### config.mk
export PLATFORM = sky130hd
export DESIGN_NAME = ex_stage_flat
export DESIGN_NICKNAME = d
export VERILOG_FILES = /design/src/rtl/ex_stage_if.sv /design/src/rtl/ex_stage.sv /design/src/flat_wrapper.sv
export SDC_FILE = /design/constraint.sdc
export NUM_CORES = 1
export LEC_CHECK = 0
export ABC_CLOCK_PERIOD_IN_PS = 6680
export BUFFER_PORTS_ARGS = -buffer_cell sky130_fd_sc_hd__buf_2
export CAP_MARGIN = 15
export CELL_PAD_IN_SITES_DETAIL_PLACEMENT = 0
export CELL_PAD_IN_SITES_GLOBAL_PLACEMENT = 2
export CORE_ASPECT_RATIO = 0.7
export CORE_MARGIN = 4
export CORE_UTILIZATION = 35
export CTS_BUF_LIST = sky130_fd_sc_hd__clkbuf_4
export DETAILED_ROUTE_END_ITERATION = 8
export PLACE_DENSITY = 0.95
export RECOVER_POWER = 50
export SETUP_SLACK_MARGIN = 0.1
export SLEW_MARGIN = 20
export SYNTH_ARGS = -nofsm -noshare
export SYNTH_HDL_FRONTEND = slang
export SYNTH_SLANG_ARGS = --single-unit
### constraint.sdc
create_clock -name Clk -period 6.68 [get_ports Clk]
set_input_delay 0 -clock Clk [delete_from_list [all_inputs] [get_ports Clk]]
set_output_delay 0 -clock Clk [all_outputs]
set_load 0.005 [all_outputs]
### src/rtl/ex_stage_if.sv
// Execute-stage bus: ID/EX operands and control in, MEM/WB bypass in,
// EX/MEM pipeline register and branch redirect out.
interface ex_stage_if #(
    parameter int DW  = 16,
    parameter int PCW = 10,
    parameter int RW  = 4
);
    logic           Stall;
    logic           WBEnable;
    logic           MemReadIn;
    logic           MemWriteIn;
    logic           BrIn;
    logic [2:0]     ALUOp;
    logic [PCW-1:0] PCIn;
    logic [DW-1:0]  Val1;
    logic [DW-1:0]  Val2;
    logic [DW-1:0]  Reg2In;
    logic           ImmSel;
    logic [RW-1:0]  Src1;
    logic [RW-1:0]  Src2;
    logic [RW-1:0]  DstIn;
    logic           MemWbWB;
    logic [RW-1:0]  MemWbDst;
    logic [DW-1:0]  MemWbData;
    logic           WBEnableOut;
    logic           MemReadOut;
    logic           MemWriteOut;
    logic [DW-1:0]  ALUResult;
    logic [DW-1:0]  StoreData;
    logic [RW-1:0]  DstOut;
    logic           BrRedirect;
    logic [PCW-1:0] BrTarget;

    // Upstream pipeline side: drives ID/EX and MEM/WB, observes EX/MEM and redirect
    modport master (
        output Stall, WBEnable, MemReadIn, MemWriteIn, BrIn, ALUOp, PCIn,
               Val1, Val2, Reg2In, ImmSel, Src1, Src2, DstIn,
               MemWbWB, MemWbDst, MemWbData,
        input  WBEnableOut, MemReadOut, MemWriteOut, ALUResult, StoreData,
               DstOut, BrRedirect, BrTarget
    );

    // Execute stage side
    modport slave (
        input  Stall, WBEnable, MemReadIn, MemWriteIn, BrIn, ALUOp, PCIn,
               Val1, Val2, Reg2In, ImmSel, Src1, Src2, DstIn,
               MemWbWB, MemWbDst, MemWbData,
        output WBEnableOut, MemReadOut, MemWriteOut, ALUResult, StoreData,
               DstOut, BrRedirect, BrTarget
    );
endinterface

### src/rtl/ex_stage.sv
// Execute stage: operand forwarding, 16-bit ALU, BEQ resolution, and the
// EX/MEM pipeline register. A taken branch raises a one-cycle redirect and
// turns the next instruction entering EX into a bubble.
module ex_stage #(
    parameter int DW  = 16,
    parameter int PCW = 10,
    parameter int RW  = 4
) (
    input logic       Clk,
    input logic       rst,
    ex_stage_if.slave bus
);

    typedef enum logic [2:0] {
        ALU_ADD = 3'b000,
        ALU_SUB = 3'b001,
        ALU_AND = 3'b010,
        ALU_OR  = 3'b011,
        ALU_XOR = 3'b100,
        ALU_SLT = 3'b101,
        ALU_SLL = 3'b110,
        ALU_SRL = 3'b111
    } alu_op_e;

    logic           ex_wb_q;
    logic           ex_mem_rd_q;
    logic           ex_mem_wr_q;
    logic [DW-1:0]  ex_alu_q;
    logic [DW-1:0]  ex_store_q;
    logic [RW-1:0]  ex_dst_q;
    logic           redirect_q;
    logic [PCW-1:0] target_q;
    logic           squash_q;

    logic           exmem_fwd_ok;
    logic [DW-1:0]  op_a;
    logic [DW-1:0]  op_b;
    logic [DW-1:0]  cmp_data;
    logic [DW-1:0]  alu_res;
    logic           br_taken;
    logic           kill_ctrl;
    logic [PCW-1:0] br_target;
    alu_op_e        alu_op;

    // Pick the newest producer of a source register; r0 is hardwired and
    // a load sitting in EX/MEM has no data yet, so it is never a source.
    function automatic logic [DW-1:0] fwd_select(
        input logic [RW-1:0] src,
        input logic [DW-1:0] idex_val,
        input logic          exmem_ok,
        input logic [RW-1:0] exmem_dst,
        input logic [DW-1:0] exmem_val,
        input logic          memwb_we,
        input logic [RW-1:0] memwb_dst,
        input logic [DW-1:0] memwb_val
    );
        logic [DW-1:0] sel;
        sel = idex_val;
        if (src != '0) begin
            if (exmem_ok && (exmem_dst == src))
                sel = exmem_val;
            else if (memwb_we && (memwb_dst == src))
                sel = memwb_val;
        end
        return sel;
    endfunction

    // Resolve the three forwarded operands: A, B (register form only) and compare/store data
    always_comb begin
        exmem_fwd_ok = ex_wb_q && !ex_mem_rd_q;
        op_a = fwd_select(bus.Src1, bus.Val1, exmem_fwd_ok, ex_dst_q, ex_alu_q,
                          bus.MemWbWB, bus.MemWbDst, bus.MemWbData);
        if (bus.ImmSel)
            op_b = bus.Val2;
        else
            op_b = fwd_select(bus.Src2, bus.Val2, exmem_fwd_ok, ex_dst_q, ex_alu_q,
                              bus.MemWbWB, bus.MemWbDst, bus.MemWbData);
        cmp_data = fwd_select(bus.Src2, bus.Reg2In, exmem_fwd_ok, ex_dst_q, ex_alu_q,
                              bus.MemWbWB, bus.MemWbDst, bus.MemWbData);
    end

    // ALU on the forwarded operands; shifts only use the low four bits of B
    always_comb begin
        alu_op  = alu_op_e'(bus.ALUOp);
        alu_res = '0;
        case (alu_op)
            ALU_ADD: alu_res = op_a + op_b;
            ALU_SUB: alu_res = op_a - op_b;
            ALU_AND: alu_res = op_a & op_b;
            ALU_OR:  alu_res = op_a | op_b;
            ALU_XOR: alu_res = op_a ^ op_b;
            ALU_SLT: alu_res = {{(DW-1){1'b0}}, ($signed(op_a) < $signed(op_b))};
            ALU_SLL: alu_res = op_a << op_b[3:0];
            ALU_SRL: alu_res = op_a >> op_b[3:0];
            default: alu_res = '0;
        endcase
    end

    // BEQ resolution; a squashed instruction or a taken branch must not commit side effects
    always_comb begin
        br_taken  = bus.BrIn && (op_a == cmp_data);
        br_target = bus.PCIn + bus.Val2[PCW-1:0];
        kill_ctrl = squash_q || br_taken;
    end

    // EX/MEM register, redirect pulse and squash flag; reset beats stall, stall freezes everything
    always_ff @(posedge Clk) begin
        if (!rst) begin
            ex_wb_q     <= 1'b0;
            ex_mem_rd_q <= 1'b0;
            ex_mem_wr_q <= 1'b0;
            ex_alu_q    <= '0;
            ex_store_q  <= '0;
            ex_dst_q    <= '0;
            redirect_q  <= 1'b0;
            target_q    <= '0;
            squash_q    <= 1'b0;
        end else if (!bus.Stall) begin
            ex_wb_q     <= bus.WBEnable   && !kill_ctrl;
            ex_mem_rd_q <= bus.MemReadIn  && !kill_ctrl;
            ex_mem_wr_q <= bus.MemWriteIn && !kill_ctrl;
            ex_alu_q    <= alu_res;
            ex_store_q  <= cmp_data;
            ex_dst_q    <= bus.DstIn;
            redirect_q  <= br_taken && !squash_q;
            if (br_taken)
                target_q <= br_target;
            squash_q    <= br_taken && !squash_q;
        end
    end

    assign bus.WBEnableOut = ex_wb_q;
    assign bus.MemReadOut  = ex_mem_rd_q;
    assign bus.MemWriteOut = ex_mem_wr_q;
    assign bus.ALUResult   = ex_alu_q;
    assign bus.StoreData   = ex_store_q;
    assign bus.DstOut      = ex_dst_q;
    assign bus.BrRedirect  = redirect_q;
    assign bus.BrTarget    = target_q;

endmodule
### src/flat_wrapper.sv
// flat-port wrapper written by rule: the top's interface ports become plain ports
module ex_stage_flat 
#(
    parameter int DW  = 16,
    parameter int PCW = 10,
    parameter int RW  = 4
)
  (Clk, rst, bus_Stall, bus_WBEnable, bus_MemReadIn, bus_MemWriteIn, bus_BrIn, bus_ALUOp, bus_PCIn, bus_Val1, bus_Val2, bus_Reg2In, bus_ImmSel, bus_Src1, bus_Src2, bus_DstIn, bus_MemWbWB, bus_MemWbDst, bus_MemWbData, bus_WBEnableOut, bus_MemReadOut, bus_MemWriteOut, bus_ALUResult, bus_StoreData, bus_DstOut, bus_BrRedirect, bus_BrTarget);
  ex_stage_if #(.DW(DW), .PCW(PCW), .RW(RW)) bus_i ();
  input logic Clk;
  input logic rst;
  input wire logic [$bits(bus_i.Stall)-1:0] bus_Stall;
  input wire logic [$bits(bus_i.WBEnable)-1:0] bus_WBEnable;
  input wire logic [$bits(bus_i.MemReadIn)-1:0] bus_MemReadIn;
  input wire logic [$bits(bus_i.MemWriteIn)-1:0] bus_MemWriteIn;
  input wire logic [$bits(bus_i.BrIn)-1:0] bus_BrIn;
  input wire logic [$bits(bus_i.ALUOp)-1:0] bus_ALUOp;
  input wire logic [$bits(bus_i.PCIn)-1:0] bus_PCIn;
  input wire logic [$bits(bus_i.Val1)-1:0] bus_Val1;
  input wire logic [$bits(bus_i.Val2)-1:0] bus_Val2;
  input wire logic [$bits(bus_i.Reg2In)-1:0] bus_Reg2In;
  input wire logic [$bits(bus_i.ImmSel)-1:0] bus_ImmSel;
  input wire logic [$bits(bus_i.Src1)-1:0] bus_Src1;
  input wire logic [$bits(bus_i.Src2)-1:0] bus_Src2;
  input wire logic [$bits(bus_i.DstIn)-1:0] bus_DstIn;
  input wire logic [$bits(bus_i.MemWbWB)-1:0] bus_MemWbWB;
  input wire logic [$bits(bus_i.MemWbDst)-1:0] bus_MemWbDst;
  input wire logic [$bits(bus_i.MemWbData)-1:0] bus_MemWbData;
  output wire logic [$bits(bus_i.WBEnableOut)-1:0] bus_WBEnableOut;
  output wire logic [$bits(bus_i.MemReadOut)-1:0] bus_MemReadOut;
  output wire logic [$bits(bus_i.MemWriteOut)-1:0] bus_MemWriteOut;
  output wire logic [$bits(bus_i.ALUResult)-1:0] bus_ALUResult;
  output wire logic [$bits(bus_i.StoreData)-1:0] bus_StoreData;
  output wire logic [$bits(bus_i.DstOut)-1:0] bus_DstOut;
  output wire logic [$bits(bus_i.BrRedirect)-1:0] bus_BrRedirect;
  output wire logic [$bits(bus_i.BrTarget)-1:0] bus_BrTarget;
  assign bus_i.Stall = bus_Stall;
  assign bus_i.WBEnable = bus_WBEnable;
  assign bus_i.MemReadIn = bus_MemReadIn;
  assign bus_i.MemWriteIn = bus_MemWriteIn;
  assign bus_i.BrIn = bus_BrIn;
  assign bus_i.ALUOp = bus_ALUOp;
  assign bus_i.PCIn = bus_PCIn;
  assign bus_i.Val1 = bus_Val1;
  assign bus_i.Val2 = bus_Val2;
  assign bus_i.Reg2In = bus_Reg2In;
  assign bus_i.ImmSel = bus_ImmSel;
  assign bus_i.Src1 = bus_Src1;
  assign bus_i.Src2 = bus_Src2;
  assign bus_i.DstIn = bus_DstIn;
  assign bus_i.MemWbWB = bus_MemWbWB;
  assign bus_i.MemWbDst = bus_MemWbDst;
  assign bus_i.MemWbData = bus_MemWbData;
  assign bus_WBEnableOut = bus_i.WBEnableOut;
  assign bus_MemReadOut = bus_i.MemReadOut;
  assign bus_MemWriteOut = bus_i.MemWriteOut;
  assign bus_ALUResult = bus_i.ALUResult;
  assign bus_StoreData = bus_i.StoreData;
  assign bus_DstOut = bus_i.DstOut;
  assign bus_BrRedirect = bus_i.BrRedirect;
  assign bus_BrTarget = bus_i.BrTarget;
  ex_stage #(.DW(DW), .PCW(PCW), .RW(RW)) u_core (.Clk(Clk), .rst(rst), .bus(bus_i));
endmodule
==> metrics.txt <==
Synth Flop Type=dfxtp_1; Pre-antenna DRT Iters=6; initial antenna violation count=0; number of enable flip-flop cells after synthesis=0; Rows=between 40 and 50; Hold Path End=u_core.squash_q; cell-internal power=approximately 0.60 mW; Clk network pwr share=roughly 14%; outcome=complete, no violations; worst path required time=between 6000 and 7000 ps; Synth Cell Area=7100 um^2; DP Worst Slack=~1000 ps; min-delay src=bus_BrIn; CTS max path bufs=2; DRC=0; clock skew=approximately 22 ps; vias per inst=between 5 and 6; post-CTS resize count=0; Initial Util=between 30 and 40%; Worst Setup Start Kind=flop; worst slew pin tran=1110 ps; GRT Util Overall=25.6%; Final WS setup=between 800 and 900 ps; final hold vios=0; most frequent cells in the layout=buf_2 (114), nand2_1 (85), nor2_1 (79); largest net degree at the start of global routing=58; max_slew headroom=25.8%; cells after synthesis=approximately 970; share of layout cells above drive strength 1=~17%; vias in the first global route=~7400; CORE AREA=around 20000 um^2; Comb pwr share=between 50 and 60%; critical path class=flop to flop; H-Tree Level Count=2; Switching Fraction=between 40% and 50%; hold path depth=4; Hold Crit Class=input port to flop; global route overflow=0; worst reg2reg path depth=19; max-slew violation count=0; Sequential Power Share=30.0%; initial drt markers=between 1000 and 1500; DP HPWL=approximately 24 mm; Area growth syn-to-layout=14.7%; CTS tree=done; peak supply drop=~0.000076 V; Psw=0.526 mW; RR Startpoint=u_core.bus.DstOut[3]; Setup Buffers After CTS=0; n_diodes=0; asr flop ratio synth=0%; Final min period=5840 ps; commonest non-fill, non-tap cell in the layout=buf_2; register bit total from synthesis=50; DIE HEIGHT=127 um; CTS buffer count=5; worst skew pair latency=400 ps; first-pass GRT wire length=45.0 mm; Worst Path Arrival=6110 ps; Synth Area per Inst=between 7 and 8 um^2; die area=around 23000 um^2; Synth Warn #=0; # port buffers=151; final RePlAce weighted congestion=about 1.0; final critical-path share of the clock period=roughly 90%; cell leakage power=~3.4 nW; Synthesized Nets=between 1000 and 1500; Fmax=171 MHz; Setup Viol. Count Final=0; root buffer cell=clkbuf_4; setup TNS=0 ps; element type at the critical path end=flop; RSZ-0062 raised after global routing=false; reg-to-reg slack, setup=between 800 and 900 ps; CTS clk-pin slew, worst paths=roughly 170 ps; critical path fanouts, max=23; CTS Hold Bufs=9; Routed WL per cell=about 22 um; Seq/Total Area, Yosys=around 14%; via count=8064; Routed WL=30.4 mm; # nets final=1250; max_cap viols=0; die width=178 um; # IOs=about 150; Sink Count=50; Reg2Reg Capture Point=u_core.bus.ALUResult[14]; post-synth cell types=85; Pwr Density=approximately 140 nW/um^2; antenna-violating nets left=0
==> cell type report <==
type	count	area, um^2
Fill cell	2098	11700
Clock buffer	5	37.5
Multi-Input combinational cell	785	5560
Timing Repair Buffer	179	942
Sequential cell	50	1000
Inverter	66	250
Clock inverter	3	16.3
Tap cell	270	338
==> power groups by stage <==
stage | Clock [mW] | Sequential (mW) | Combinational (mW)
floorplan | 0 | 0.337 | 0.412
global placement | 0 | 0.343 | 0.613
detailed placement | 0 | 0.343 | 0.609
CTS | 0.155 | 0.337 | 0.617
global route | 0.163 | 0.339 | 0.685
finish | 0.153 | 0.338 | 0.633
==> worst max-delay path, stage by stage (launching register included) <==
cell,delay [ps]
dfxtp_1,450
xnor2_1,170
nand3_2,170
or2_1,540
a21oi_4,520
o221a_2,670
inv_4,250
ha_1,290
inv_1,90
fa_1,210
o21ba_2,140
nor2_1,50
o21ai_0,350
nand2_1,150
a41o_1,290
o41ai_1,480
o31ai_1,160
xnor2_1,150
a2111oi_0,460
a31oi_1,140
==> logic make-up (layout without fill, tap and decap cells) <==
kind of cell | after synthesis | after routing | synth area share, %
XOR/XNOR | 56 | 56 | 6.90
flip-flops | 50 | 50 | 14.1
AND/OR/NAND/NOR | 294 | 294 | 20.3
buffers and inverters | 130 | 253 | 7.84
AO/OA/AOI/OAI | 319 | 319 | 31.8
adder cells (fa/ha/maj) | 61 | 61 | 11.1
multiplexers | 55 | 55 | 8.00
==> registers in the layout (all words and copies together) (netlist names) <==
| register | flops |
|---|---|
| u_core.bus.ALUResult | 16 |
| u_core.bus.StoreData | 16 |
| u_core.bus.BrTarget | 10 |
| u_core.bus.DstOut | 4 |
| u_core.bus.MemReadOut | 1 |
| u_core.bus.MemWriteOut | 1 |
| u_core.bus.WBEnableOut | 1 |
| u_core.squash_q | 1 |
==> per-layer routing <==
metal  up-vias  routed length, um  track usage (%)
met4         0                503             3.92
met1      3768              13900             39.3
li1       3763                  -                -
met3        44               3830             8.28
met5         -                  0                0
met2       489              12100             35.2
==> worst max path at each step <==
stage / start / depth (start not counted) / to
2_1_floorplan: u_core.bus.DstOut[3] / 20 / u_core.bus.ALUResult[15]
3_3_place_gp: u_core.bus.WBEnableOut / 19 / u_core.bus.ALUResult[14]
3_5_place_dp: u_core.bus.DstOut[3] / 19 / u_core.bus.ALUResult[14]
4_1_cts: u_core.bus.DstOut[3] / 19 / u_core.bus.ALUResult[14]
5_1_grt: u_core.bus.WBEnableOut / 19 / u_core.bus.ALUResult[14]
6_report: u_core.bus.DstOut[3] / 19 / u_core.bus.ALUResult[14]
==> stage by stage <==
| step | hold WS (ps) | cell area, um^2 | cells | utilization, % | total power, mW |
|---|---|---|---|---|---|
| floorplan | 154 | 7100 | 965 | - | 0.749 |
| finish | 42.5 | 8150 | 1358 | 41.0 | 1.12 |
| CTS | 29.2 | 8200 | 1358 | 41.3 | 1.11 |
| detailed placement | 250 | 8050 | 1341 | 40.6 | 0.951 |
| global route | 40.5 | 8150 | 1358 | 41.0 | 1.19 |
| global placement | 241 | 8050 | 1341 | 40.6 | 0.956 |
==> synth_stat cells, drive strengths merged (5+ instances only) <==
master / n / share of area, %
mux2i: 53 / 7.5
a22oi: 10 / 1.1
ha: 58 / 10
o21ai: 69 / 4.9
o211ai: 6 / 0.63
nor3: 23 / 1.7
inv: 65 / 3.5
clkbuf: 43 / 2.3
xnor2: 29 / 3.6
o21a: 10 / 1.1
a21o: 8 / 0.85
nor2b: 14 / 1.2
o221ai: 33 / 5.3
and2: 14 / 1.2
nor4: 6 / 0.79
dfxtp: 50 / 14
o22ai: 25 / 2.2
buf: 21 / 2.0
a21oi: 67 / 5.0
a221oi: 7 / 0.95
a211oi: 11 / 1.2
nand3: 20 / 1.5
nand2b: 32 / 2.9
o211a: 5 / 0.70
xor2: 27 / 3.3
nand2: 85 / 4.5
nor2: 79 / 4.2
a31oi: 22 / 1.9
(Power assumes the default switching activity.)
